**src/rtl/ifu_pkg.sv**
```systemverilog
// rtl/ifu_pkg.sv - shared state encoding and PC constants for the instruction fetch unit
package ifu_pkg;

    // FETCH: request outstanding, FULL: buffer holds an instruction, DRAIN: discard in-flight response
    typedef enum logic [1:0] {
        ST_FETCH = 2'd0,
        ST_FULL  = 2'd1,
        ST_DRAIN = 2'd2
    } ifu_state_t;

    // Matches the IF/ID register reset value so a freshly reset IF stage looks like a bubble
    localparam logic [31:0] NOP_INSTR     = 32'h0000_0000;
    localparam logic [31:0] PC_STEP       = 32'd4;
    localparam logic [31:0] PC_ALIGN_MASK = 32'hFFFF_FFFC;

    function automatic logic [31:0] align_pc(input logic [31:0] addr);
        return addr & PC_ALIGN_MASK;
    endfunction

endpackage

```
**src/rtl/ifu_perf_counters.sv**
```systemverilog
// rtl/ifu_perf_counters.sv - two saturating event counters (stall and flush) for the fetch unit
module ifu_perf_counters #(
    parameter int CNT_W = 16
) (
    input  logic             clk,
    input  logic             reset,
    input  logic             stall_inc,
    input  logic             flush_inc,
    output logic [CNT_W-1:0] stall_cnt,
    output logic [CNT_W-1:0] flush_cnt
);

    // Count events, holding at all-ones instead of wrapping
    always_ff @(posedge clk) begin
        if (reset) begin
            stall_cnt <= '0;
            flush_cnt <= '0;
        end else begin
            if (stall_inc && (stall_cnt != '1)) begin
                stall_cnt <= stall_cnt + CNT_W'(1);
            end
            if (flush_inc && (flush_cnt != '1)) begin
                flush_cnt <= flush_cnt + CNT_W'(1);
            end
        end
    end

endmodule

```
**src/rtl/instr_fetch_unit.sv**
```systemverilog
// rtl/instr_fetch_unit.sv - IF stage: PC, imem req/ready fetch, one-entry buffer, branch redirect; IFU_PERF_CNT_EN adds perf counters
module instr_fetch_unit
    import ifu_pkg::*;
#(
    parameter logic [31:0] RESET_PC = 32'h0000_0000
`ifdef IFU_PERF_CNT_EN
    ,
    parameter int CNT_W = 16
`endif
) (
    input  logic             clk,
    input  logic             reset,
    input  logic             stall,
    input  logic             branch_taken,
    input  logic [31:0]      branch_target,
    output logic             imem_req,
    output logic [31:0]      imem_addr,
    input  logic             imem_ready,
    input  logic [31:0]      imem_rdata,
    output logic [31:0]      instr_out,
    output logic [31:0]      pc_out,
    output logic             le_ifid
`ifdef IFU_PERF_CNT_EN
    ,
    output logic [CNT_W-1:0] stall_cnt,
    output logic [CNT_W-1:0] flush_cnt
`endif
);

    ifu_state_t  state;
    logic [31:0] pc;
    logic [31:0] req_addr;
    logic [31:0] redirect_pc;

    assign redirect_pc = align_pc(branch_target);

    // A request is outstanding in FETCH and DRAIN; reset suppresses it so memory sees nothing that cycle
    assign imem_req  = (state != ST_FULL) & ~reset;
    assign imem_addr = req_addr;

    // The buffer is handed to ID only when ID can take it and no redirect is killing it
    assign le_ifid   = (state == ST_FULL) & ~stall & ~branch_taken;

    // Fetch FSM with PC, request address and holding buffer; redirect outranks every other event
    always_ff @(posedge clk) begin
        if (reset) begin
            state     <= ST_FETCH;
            pc        <= RESET_PC;
            req_addr  <= RESET_PC;
            instr_out <= NOP_INSTR;
            pc_out    <= RESET_PC;
        end else if (branch_taken) begin
            pc <= redirect_pc;
            case (state)
                ST_FETCH: begin
                    if (imem_ready) begin
                        // Response lands this cycle and is dropped; start the target fetch at once
                        req_addr <= redirect_pc;
                        state    <= ST_FETCH;
                    end else begin
                        // Memory still owes a word for the old address; wait it out
                        state <= ST_DRAIN;
                    end
                end
                ST_FULL: begin
                    req_addr <= redirect_pc;
                    state    <= ST_FETCH;
                end
                ST_DRAIN: begin
                    if (imem_ready) begin
                        req_addr <= redirect_pc;
                        state    <= ST_FETCH;
                    end else begin
                        state <= ST_DRAIN;
                    end
                end
                default: begin
                    req_addr <= redirect_pc;
                    state    <= ST_FETCH;
                end
            endcase
        end else begin
            case (state)
                ST_FETCH: begin
                    if (imem_ready) begin
                        instr_out <= imem_rdata;
                        pc_out    <= req_addr;
                        pc        <= pc + PC_STEP;
                        state     <= ST_FULL;
                    end
                end
                ST_FULL: begin
                    // Stall keeps the buffer and its outputs frozen until ID consumes it
                    if (!stall) begin
                        req_addr <= pc;
                        state    <= ST_FETCH;
                    end
                end
                ST_DRAIN: begin
                    // Stale response is discarded; refetch from the (possibly redirected) pc
                    if (imem_ready) begin
                        req_addr <= pc;
                        state    <= ST_FETCH;
                    end
                end
                default: begin
                    req_addr <= pc;
                    state    <= ST_FETCH;
                end
            endcase
        end
    end

`ifdef IFU_PERF_CNT_EN
    logic stall_event;
    logic flush_event;

    assign stall_event = (state == ST_FULL) & stall & ~branch_taken;
    assign flush_event = branch_taken;

    ifu_perf_counters #(
        .CNT_W (CNT_W)
    ) u_perf (
        .clk       (clk),
        .reset     (reset),
        .stall_inc (stall_event),
        .flush_inc (flush_event),
        .stall_cnt (stall_cnt),
        .flush_cnt (flush_cnt)
    );
`endif

endmodule

```
**config.mk**
```make
export PLATFORM = sky130hd
export DESIGN_NAME = instr_fetch_unit
export DESIGN_NICKNAME = d
export VERILOG_FILES = /design/src/rtl/ifu_pkg.sv /design/src/rtl/ifu_perf_counters.sv /design/src/rtl/instr_fetch_unit.sv
export SDC_FILE = /design/constraint.sdc
export NUM_CORES = 1
export LEC_CHECK = 0
export CORE_ASPECT_RATIO = 0.8
export CORE_UTILIZATION = 55
export DETAILED_ROUTE_END_ITERATION = 8
export DONT_BUFFER_PORTS = 1
export PLACE_DENSITY = 0.7
export SETUP_SLACK_MARGIN = 0.4
export SYNTH_ARGS = -nofsm -noshare
export SYNTH_HDL_FRONTEND = slang
export SYNTH_SLANG_ARGS = --single-unit
```
**constraint.sdc**
```tcl
create_clock -name clk -period 3.55 [get_ports clk]
set_input_delay 1.065 -clock clk [delete_from_list [all_inputs] [get_ports clk]]
set_output_delay 1.065 -clock clk [all_outputs]
set_load 0.1 [all_outputs]
```
==> metrics.md, run 1 <==
| Metric | Value |
|---|---|
| Cells after Synth | `626` |
| Synth Area per Inst | `8.273 sq um` |
| Layout cells sized above 1 | `7.618%` |
| Post-CTS setup buffers | `0` |
| Setup TNS | `0 ps` |
| Die outline width | `110.5 microns` |
| Final ANT Viol Nets | `0` |
| Yosys reg bits | `124` |
| Mapped Area | `5179 sq um` |
| Startpoint Class | `input port` |
| Max Cap Viol | `0` |
| Die Ht | `88.79 microns` |
| Critical path buffers and inverters | `0` |
| Vias | `4216` |
| CTS max path bufs | `2` |
| Max incr delay on CP | `550 ps` |
| Reg2reg setup slack | `1280 ps` |
| Logic pwr share | `6.1%` |
| Placed cells | `700` |
| Post-synth EDFFs | `0` |
| CP max FO | `126` |
| Vias in the first global route | `3546` |
| Clk slew on worst S/H paths | `50 ps` |
| Largest net degree at the start of global routing | `127` |
| Finish-stage setup viols | `0` |
| Cell at the slowest stage of the critical path | `a21oi_4` |
| Overflow after GRT | `0` |
| HP Class | `reg2reg` |
| Critical Path RT | `2480 ps` |
| CP cell instances | `a21oi_4` |
| First-pass GRT wire length | `18120 microns` |
| Root buf cell | `clkbuf_16` |
| Final worst path period share | `76.60%` |
| Main flop type after synthesis | `dfxtp_1` |
| Peak supply drop | `0.0005558 V` |
| Buffers on Ports | `0` |
| Remaining DRCs | `0` |
| Relative slew slack | `29.16%` |
| Final Max Slew Viols | `0` |
| Drt wl/cell | `16.36 microns` |
| Sequential Power Share | `50.6%` |
| Pwr Total | `3.879 mW` |
| Leakage | `2.044 nW` |
| Later-pin clock latency in the skew report | `400 ps` |
| DP HPWL | `7836 microns` |
| Hold Crit Depth | `2` |
| Status | `completed` |
| Routability cong. | `0.7797` |
| Crit path DAT | `1650 ps` |
| Min-delay src | `pc[10]` |
| Total CTS buffers | `17` |
| TritonCTS Sinks | `124` |
| DRT Pass-1 Iters | `5` |
| Placed standard-cell area | `5215 sq um` |
| Crit end category | `output pin` |
| Final nets | `674` |
| FFs w/ async S/R, synth | `0%` |
| Crit Path Class | `in2out` |
| Clock Skews | `7.744 ps` |
| # IOs | `167` |
| Worst slew pin tran | `1061 ps` |
| Commonest non-fill, non-tap cell in the layout | `nand2_1` |
| 1st-iter DRT viols | `326` |
| Total internal power | `2.651 mW` |
| Core area | `9115 sq um` |
| Fin area | `5803 sq um` |
| Total Wirelength | `11980 microns` |
| Cells on worst reg2reg path | `6` |
| Finished Layout Cells | `732` |
| Worst r2r dst | `pc[14]` |
| CTS H-tree lvls | `4` |
| Stages on worst setup path | `1` |
| Total die area | `9810 sq um` |
| Synth unique cells | `36` |
| Fmax | `367.7 MHz` |
| Initial core utilization | `56.82%` |
| Net Switching | `1.228 mW` |
| Vias per cell | `5.760` |
| Inserted Diodes | `0` |
| Power density over cell area | `668.5 nW/um^2` |
| WHS Endpoint | `imem_addr[10]` |
| Area Growth Syn to Fin | `12.06%` |
| Critical R2R Launch | `pc[2]` |
| Final Util | `63.67%` |
| Min Tclk post-route | `2719 ps` |
| Hold Vio Cnt, Final | `0` |
| Clock Power Share | `43.3%` |
| Hold Buf Count CTS | `0` |
| Post-cts resize count | `0` |
| Synth warn | `0` |
| RSZ-0062 raised after global routing | `no` |
| Sw frac | `31.65%` |
| CTS tree | `done` |
| Commonest non-fill, non-tap cells in the layout | `140 x nand2_1, 124 x dfxtp_1, 70 x a21oi_1, 63 x nor2_1, 46 x a211oi_1` |
| Initial antenna violation count | `0` |
| Seq/Total Area, Yosys | `47.93%` |
| All-Layer GR Usage | `23.44%` |
| Row count | `31` |
| Top delay family on crit path | `compound AO/OA/AOI/OAI gates` |
## per-stage QoR
step	setup slack [ps]	hold WS, ps
final	830.5	523.5
after global routing	787.4	553.6
after CTS	845.3	514.4
after detailed placement	829.5	501.8
after global placement	869.8	491.8
after floorplan	91.69	485.7
## kinds of logic after synthesis
| family | synth area share, % |
|---|---|
| AO/OA/AOI/OAI | 15.08 |
| multiplexers | 5.412 |
| other | 0.07241 |
| XOR/XNOR | 4.397 |
| flip-flops | 47.93 |
| buffers and inverters | 4.711 |
| adder cells (fa/ha/maj) | 0.2416 |
| AND/OR/NAND/NOR | 22.16 |
## synth_stat cells (7+ instances only)
| cell type | count | area, sq um |
|---|---|---|
| a211oi_1 | 46 | 345.3 |
| a21oi_1 | 72 | 360.4 |
| and2_1 | 7 | 43.79 |
| clkbuf_1 | 39 | 146.4 |
| dfxtp_1 | 124 | 2482 |
| mux2i_1 | 28 | 280.3 |
| nand2_1 | 141 | 529.3 |
| nand3_1 | 11 | 55.05 |
| nand4_1 | 15 | 93.84 |
| nor2_1 | 63 | 236.5 |
| xnor2_1 | 9 | 78.83 |
| xor2_1 | 17 | 148.9 |
## power by group through the flow
stage	logic (mW)	clock network, mW	registers, mW
CTS	0.241	1.71	1.96
detailed placement	0.239	0	1.99
finish	0.238	1.68	1.96
global placement	0.232	0	1.99
global route	0.267	1.76	1.97
floorplan	0.240	0	1.96
## state kept, by name, summed over array words and instances, names as in the netlist
register	count
instr_out	32
pc	30
pc_out	30
imem_addr	30
state	2
## cell type report
cell class | instances | area, sq um
Clock buffer | 21 | 470.5
Multi-Input combinational cell | 449 | 2505
Timing Repair Buffer | 7 | 65.06
Inverter | 5 | 18.77
Tap cell | 115 | 143.9
Sequential cell | 124 | 2482
Fill cell | 790 | 3312
Clock inverter | 11 | 117.6
## worst max path at each step
stage	start	endpoint	slack, ps
4_1_cts	state[1]	imem_req	850
2_1_floorplan	branch_taken	le_ifid	90
3_3_place_gp	stall	le_ifid	870
3_5_place_dp	imem_ready	pc[24]	830
5_1_grt	state[1]	imem_req	790
6_report	reset	imem_req	830
## layer usage
metal  up-vias  wire [microns]  GRT usage (%)
met3         4             834          7.877
li1       2104               -              -
met5         -               0              0
met1      1983            5414          30.51
met4         0              56          9.576
met2       125            5672          36.14
(Power assumes the default switching activity.)
==> run 2, diff against run 1 <==
clock period = 2.7 ns   (was 3.55 ns; I/O delays follow)
==> metrics.md, run 2 (synthesis gave the netlist of run 1 again) <==
| Metric | Value |
|---|---|
| Clk slew on worst S/H paths | `50 ps (about the same)` |
| Status | `completed` |
| CTS H-tree lvls | `4 (unchanged)` |
| Final Util | `72.33% (+8.7 points)` |
| Hold slack | `447.9 ps (-75.58 ps)` |
| Later-pin clock latency in the skew report | `410 ps (about the same)` |
| Crit end category | `output pin` |
| First-pass GRT wire length | `20110 microns (+11%)` |
| TritonCTS Sinks | `124 (unchanged)` |
| Min Tclk post-route | `2208 ps` |
| Area Growth Syn to Fin | `27.30%` |
| Core area | `9115 sq um (unchanged)` |
| Met1 WL | `5521 microns (+2.0%)` |
| Die Ht | `88.79 microns (unchanged)` |
| Initial core utilization | `56.82% (unchanged)` |
| Startpoint Class | `register` |
| Overflow after GRT | `0 (unchanged)` |
| Fillers | `720 (-8.9%)` |
| Largest register FFs | `32 (unchanged)` |
| Buffers on Ports | `0 (unchanged)` |
| Inserted Diodes | `0 (unchanged)` |
| Vias | `4571 (+8.4%)` |
| Hold Vio Cnt, Final | `0 (unchanged)` |
| Remaining DRCs | `0 (unchanged)` |
| Pre-CTS WS | `417.8 ps (-411.8 ps)` |
| Worst slew pin tran | `588.3 ps (-472.8 ps)` |
| CTS max path bufs | `2 (unchanged)` |
| Root buf cell | `clkbuf_16` |
| DRT Pass-1 Iters | `4 (-1)` |
| CP cell instances | `nor4b_4, buf_4` |
| Total Wirelength | `12780 microns (+6.7%)` |
| Final nets | `770 (+14%)` |
| Vias per cell | `5.527 (-4.0%)` |
| Total die area | `9810 sq um (unchanged)` |
| Fin area | `6593 sq um (+14%)` |
| CTS tree | `done` |
| Commonest non-fill, non-tap cells in the layout | `140 x nand2_1, 122 x dfxtp_1, 101 x buf_4, 70 x a21oi_1, 63 x nor2_1` |
| Power density over cell area | `830.7 nW/um^2 (+24%)` |
| CP max FO | `8 (-94%)` |
| Relative slew slack | `60.48% (+31 points)` |
| Finish-stage setup viols | `0 (unchanged)` |
| Commonest non-fill, non-tap cell in the layout | `nand2_1` |
| Placed cells | `796 (+14%)` |
| 1st-iter DRT viols | `239 (-27%)` |
| Leakage | `2.599 nW (+27%)` |
| Pwr Total | `5.476 mW (+41%)` |
| Crit Path Class | `reg2out` |
| Routability cong. | `0.8342 (+7.0%)` |
| Cell at the slowest stage of the critical path | `dfxtp_2` |
| Drt wl/cell | `15.45 microns (-5.6%)` |
| Peak supply drop | `0.0006025 V (+8.4%)` |
| Layout cells sized above 1 | `19.80% (+12 points)` |
| DR top layer | `met4` |
| Max Cap Viol | `0 (unchanged)` |
| Total CTS buffers | `17 (unchanged)` |
| Final worst slack | `492.1 ps (-338.4 ps)` |
| # IOs | `167 (unchanged)` |
| Final Max Slew Viols | `0 (unchanged)` |
| Final worst path period share | `81.77%` |
| HP Class | `reg2reg` |
| Critical Path RT | `1890 ps (-590 ps)` |
| Vias in the first global route | `4188 (+18%)` |
| Met2 routed WL | `5943 microns (+4.8%)` |
| Clock Skews | `7.099 ps (-0.6453 ps)` |
| All-Layer GR Usage | `26.05% (+2.6 points)` |
| DP HPWL | `8612 microns (+9.9%)` |
| Placed standard-cell area | `5948 sq um (+14%)` |
| Largest register by flop count | `instr_out` |
| Die outline width | `110.5 microns (unchanged)` |
| Met3 WL | `981 microns (+18%)` |
| Fmax | `452.9 MHz` |
| Initial antenna violation count | `0 (unchanged)` |
| Finished Layout Cells | `827 (+13%)` |
| Crit path DAT | `1400 ps (-250 ps)` |
| Max incr delay on CP | `440 ps (-110 ps)` |
| RSZ-0062 raised after global routing | `no` |
| Setup TNS | `0 ps (unchanged)` |
| Largest net degree at the start of global routing | `127 (unchanged)` |
| Row count | `31 (unchanged)` |
| Final ANT Viol Nets | `0 (unchanged)` |
[run 2: changes by cell type in the layout (fill, tap and decap cells not counted), sizes merged]
cell,delta
buf,+96
clkinvlp,-5
bufinv,+3
clkbuf,+3
clkinv,-2
[run 2: cell type report]
class	instances	area, sq um	area share [%]
multi-input cells	449	2505	38.00
flip-flops and latches	124	2485	37.69
repair buffers	103	798.3	12.11
clock buffers	24	481.7	7.307
clock inverters	7	160.2	2.429
well taps	115	143.9	2.183
inverters	5	18.77	0.2847
[run 2: power by group]
| group | internal (mW) | total, mW | switching, mW |
|---|---|---|---|
| Clock | 1.70 | 2.46 | 0.757 |
| Combinational | 0.220 | 1.00 | 0.784 |
| Sequential | 1.94 | 2.01 | 0.0733 |
| Total | 3.86 | 5.48 | 1.61 |
[run 2: worst paths after layout]
kind | start | to | slack (ps) | cells past startpoint
worst min-delay path | instr_out[1] | instr_out[1] | 450 | 2
worst min register to register | instr_out[1] | instr_out[1] | 450 | 2
worst max register to register | pc[6] | pc[29] | 610 | 6
worst max-delay path | state[0] | le_ifid | 490 | 2
[run 2: what timing repair did]
action | in CTS | in global routing
buffers inserted | 0 | 0
endpoints found under the hold margin | 0 | 0
gates resized for setup | 1 | 1
hold buffers | 0 | 0
endpoints found under the setup margin | 1 | 1
[run 2: critical path, delay by kind of cell, from the launching register on]
kind,cells,cell delay [ps]
flops,1,440
simple gates,1,220
buf+inv,1,320
[run 2: metal layers]
layer | vias up | GRT usage (%)
met2 | 153 | 41.22
met3 | 24 | 9.452
met4 | 0 | 13.58
li1 | 2295 | -
met1 | 2099 | 31.64
met5 | - | 0
==> run 3, diff against run 2 <==
PLACE_DENSITY = 0.73   (was 0.7)
clock period = 1.95 ns   (was 2.7 ns; I/O delays follow)
==> metrics.md, run 3 <==
| Metric | Value |
|---|---|
| CTS max path bufs | `2 (unchanged)` |
| Row count | `31 (unchanged)` |
| Last step reached | `global routing` |
| Die Ht | `88.79 microns (unchanged)` |
| Total CTS buffers | `17 (unchanged)` |
| Buffers on Ports | `0 (unchanged)` |
| Root buf cell | `clkbuf_16` |
| Die outline width | `110.5 microns (unchanged)` |
| Post-synth EDFFs | `0 (unchanged)` |
| Most frequent cells after synthesis | `141 x nand2_1, 124 x dfxtp_1, 72 x a21oi_1, 63 x nor2_1, 46 x a211oi_1` |
| Routability cong. | `0.8713 (+4.4%)` |
| Status | `did not finish` |
| Mapped Area | `5179 sq um (unchanged)` |
| Synth Area per Inst | `8.273 sq um (unchanged)` |
| CTS H-tree lvls | `4 (unchanged)` |
| Synth area leaders | `dfxtp_1 48%, nand2_1 10%, a21oi_1 7.0%` |
| Yosys top cell area share | `47.93% (unchanged)` |
| Synth warn | `0 (unchanged)` |
| TritonCTS Sinks | `124 (unchanged)` |
| Yosys reg bits | `124 (unchanged)` |
| FFs w/ async S/R, synth | `0% (unchanged)` |
| # IOs | `167 (unchanged)` |
| Hold Buf Count CTS | `0 (unchanged)` |
| Initial core utilization | `56.82% (unchanged)` |
| Synth unique cells | `36 (unchanged)` |
| Seq/Total Area, Yosys | `47.93% (unchanged)` |
| GR repair worst EP | `le_ifid` |
| Err | `[ERROR DPL-0038] Utilization greater than 100%, impossible to legalize` |
| DP HPWL | `8700 microns (+1.0%)` |
| Main flop type after synthesis | `dfxtp_1` |
| Worst endpoint type | `primary output` |
| Largest area contributor in the netlist | `dfxtp_1` |
| Largest net degree at the start of global routing | `127` |
| Cells after Synth | `626 (unchanged)` |
| Count leader, synth | `nand2_1` |
## run 3: per-stage QoR
step / util (%) / instance area (sq um) / hold WS, ps / worst slack (ps) / cells
floorplan: - / 5435 / 484.9 / -547.1 / 629
global placement: 67.22 / 6127 / 438.0 / 173.9 / 805
detailed placement: 67.22 / 6127 / 441.0 / 93.89 / 805
CTS: 94.28 / 8593 / 224.0 / -13.74 / 854
## run 3: kinds of logic after synthesis
| family | count (synthesis) | share of synthesized area [%] |
|---|---|---|
| buf+inv | 56 | 4.711 |
| simple gates | 262 | 22.16 |
| fa+ha+maj | 1 | 0.2416 |
| other cells | 1 | 0.07241 |
| mux | 28 | 5.412 |
| compound gates | 128 | 15.08 |
| flops | 124 | 47.93 |
| xor+xnor | 26 | 4.397 |
## run 3: repair_timing
action	in CTS
buffers inserted	17
resized for setup	480
pin swaps	165
setup endpoints to repair	119
==> run 4, diff against run 3 <==
CORE_ASPECT_RATIO = unset   (was 0.8)
CORE_UTILIZATION = 40   (was 55)
PLACE_DENSITY = unset   (was 0.73)
PLACE_DENSITY_LB_ADDON = 0.15   (was unset)
SETUP_SLACK_MARGIN = unset   (was 0.4)
clock period = 2.54 ns   (was 1.95 ns; I/O delays follow)
==> metrics.md, run 4 (synthesis gave the netlist of run 1 again) <==
| Metric | Value |
|---|---|
| Status | `completed` |
| Max incr delay on CP | `560 ps` |
| Crit end category | `output pin` |
| Overflow after GRT | `0` |
| WHS Endpoint | `instr_out[9]` |
| Worst r2r dst | `pc[24]` |
| Peak supply drop | `0.0003842 V` |
| Largest net degree at the start of global routing | `127` |
| Total Wirelength | `12890 microns` |
| Commonest non-fill, non-tap cell in the layout | `nand2_1` |
| Hold Buf Count CTS | `0 (unchanged)` |
| Core area | `12620 sq um` |
| Drt wl/cell | `14.58 microns` |
| Clock Skews | `10.72 ps` |
| Final worst path period share | `91.89%` |
| Cell at the slowest stage of the critical path | `dfxtp_1` |
| # IOs | `167 (unchanged)` |
| HP Class | `in2reg` |
| Inserted Diodes | `0` |
| Post-CTS setup buffers | `0 (-17)` |
| Later-pin clock latency in the skew report | `410 ps` |
| Final nets | `770` |
| Largest register by flop count | `instr_out` |
| Leakage | `2.572 nW` |
| Root buf cell | `clkbuf_16` |
| Row count | `41 (+32%)` |
| CTS H-tree lvls | `4 (unchanged)` |
| Hold Vio Cnt, Final | `0` |
| Max Cap Viol | `0` |
| Layout cells sized above 1 | `19.66%` |
| Final worst slack | `205.9 ps` |
| Total CTS buffers | `17 (unchanged)` |
| Final Max Slew Viols | `0` |
| Min-delay src | `reset` |
| DRT Pass-1 Iters | `4` |
| CP max FO | `8` |
| Critical Path RT | `1780 ps` |
| Die Ht | `115.8 microns (+30%)` |
| DP HPWL | `8634 microns (-0.76%)` |
| Area Growth Syn to Fin | `27.66%` |
| Largest register FFs | `32` |
| Initial core utilization | `41.04% (-16 points)` |
| TritonCTS Sinks | `124 (unchanged)` |
| CP cell instances | `nor4b_4, buf_4` |
| Fillers | `1239` |
| Pre-CTS WS | `316.1 ps (+222.2 ps)` |
| Vias per cell | `5.102` |
| Post-cts resize count | `0 (-100%)` |
| Crit path DAT | `1570 ps` |
| Buffers on Ports | `0 (unchanged)` |
| Commonest non-fill, non-tap cells in the layout | `140 x nand2_1, 124 x dfxtp_1, 100 x buf_4, 70 x a21oi_1, 63 x nor2_1` |
| Routability cong. | `0.7699 (-12%)` |
| Hold Crit Depth | `1` |
| Vias | `4510` |
| Multi-input combinational cell area | `2505 sq um` |
| Relative slew slack | `66.45%` |
| Cells on worst reg2reg path | `6` |
| Startpoint Class | `register` |
| Crit Path Class | `reg2out` |
| Final ANT Viol Nets | `0` |
| 1st-iter DRT viols | `206` |
| RSZ-0062 raised after global routing | `no` |
| Initial antenna violation count | `0` |
| All-Layer GR Usage | `19.87%` |
| First-pass GRT wire length | `20360 microns` |
| Total die area | `13410 sq um` |
| Power density over cell area | `838.0 nW/um^2` |
| Finish-stage setup viols | `0` |
| Reg2reg setup slack | `540 ps` |
| Min Tclk post-route | `2334 ps` |
| Remaining DRCs | `0` |
| Fmax | `428.4 MHz` |
| CTS tree | `done` |
| Critical R2R Launch | `state[0]` |
| Worst slew pin tran | `499.5 ps` |
| Vias in the first global route | `4105` |
| FF/Latch Area | `2482 sq um` |
| Hold slack | `418.0 ps` |
| Die outline width | `115.8 microns (+4.8%)` |
| CTS max path bufs | `2 (unchanged)` |
| Clk slew on worst S/H paths | `50 ps` |
==> run 4: worst max path at each step <==
stage / startpoint / end / slack [ps]
5_1_grt: state[0] / le_ifid / 130
6_report: state[0] / le_ifid / 210
3_3_place_gp: imem_ready / pc[29] / 350
3_5_place_dp: imem_ready / pc[29] / 320
2_1_floorplan: branch_taken / le_ifid / -310
4_1_cts: state[0] / le_ifid / 190
==> run 4: power breakdown <==
part,internal [mW],switching [mW],leakage (nW),total (mW)
Combinational,0.236,0.828,1.27,1.06
Clock,1.53,0.810,0.286,2.34
Sequential,2.06,0.0708,1.02,2.13
==> run 4: area by class of cell <==
type                    instances  share of cell area (%)
well taps                     172                   3.255
repair buffers                103                   12.26
clock inverters                 7                   1.325
clock buffers                  24                   7.438
inverters                       5                  0.2839
multi-input cells             449                   37.89
flip-flops and latches        124                   37.55
==> run 4: metal layers <==
layer | wire length, microns | GRT usage [%]
met4 | 86 | 6.667
met1 | 5495 | 23.89
met2 | 6254 | 31.94
met3 | 1049 | 8.368
met5 | 0 | 0
==> run 4: metrics by stage <==
| step | utilization (%) | instance area, sq um | total power [mW] | setup TNS, ps | instances |
|---|---|---|---|---|---|
| final | 52.39 | 6611 | 5.540 | 0 | 884 |
| after floorplan | - | 5236 | 3.077 | -312.3 | 629 |
| after global routing | 52.39 | 6611 | 5.766 | 0 | 884 |
| after detailed placement | 47.80 | 6032 | 3.241 | 0 | 853 |
| after CTS | 52.39 | 6611 | 5.610 | 0 | 884 |
| after global placement | 47.80 | 6032 | 3.227 | 0 | 853 |
==> run 4: critical path: cells and delay by family, from the launching register on <==
| kind | cells | cell delay [ps] |
|---|---|---|
| buffers and inverters | 1 | 330 |
| and+or+nand+nor | 1 | 270 |
| DFF | 1 | 560 |
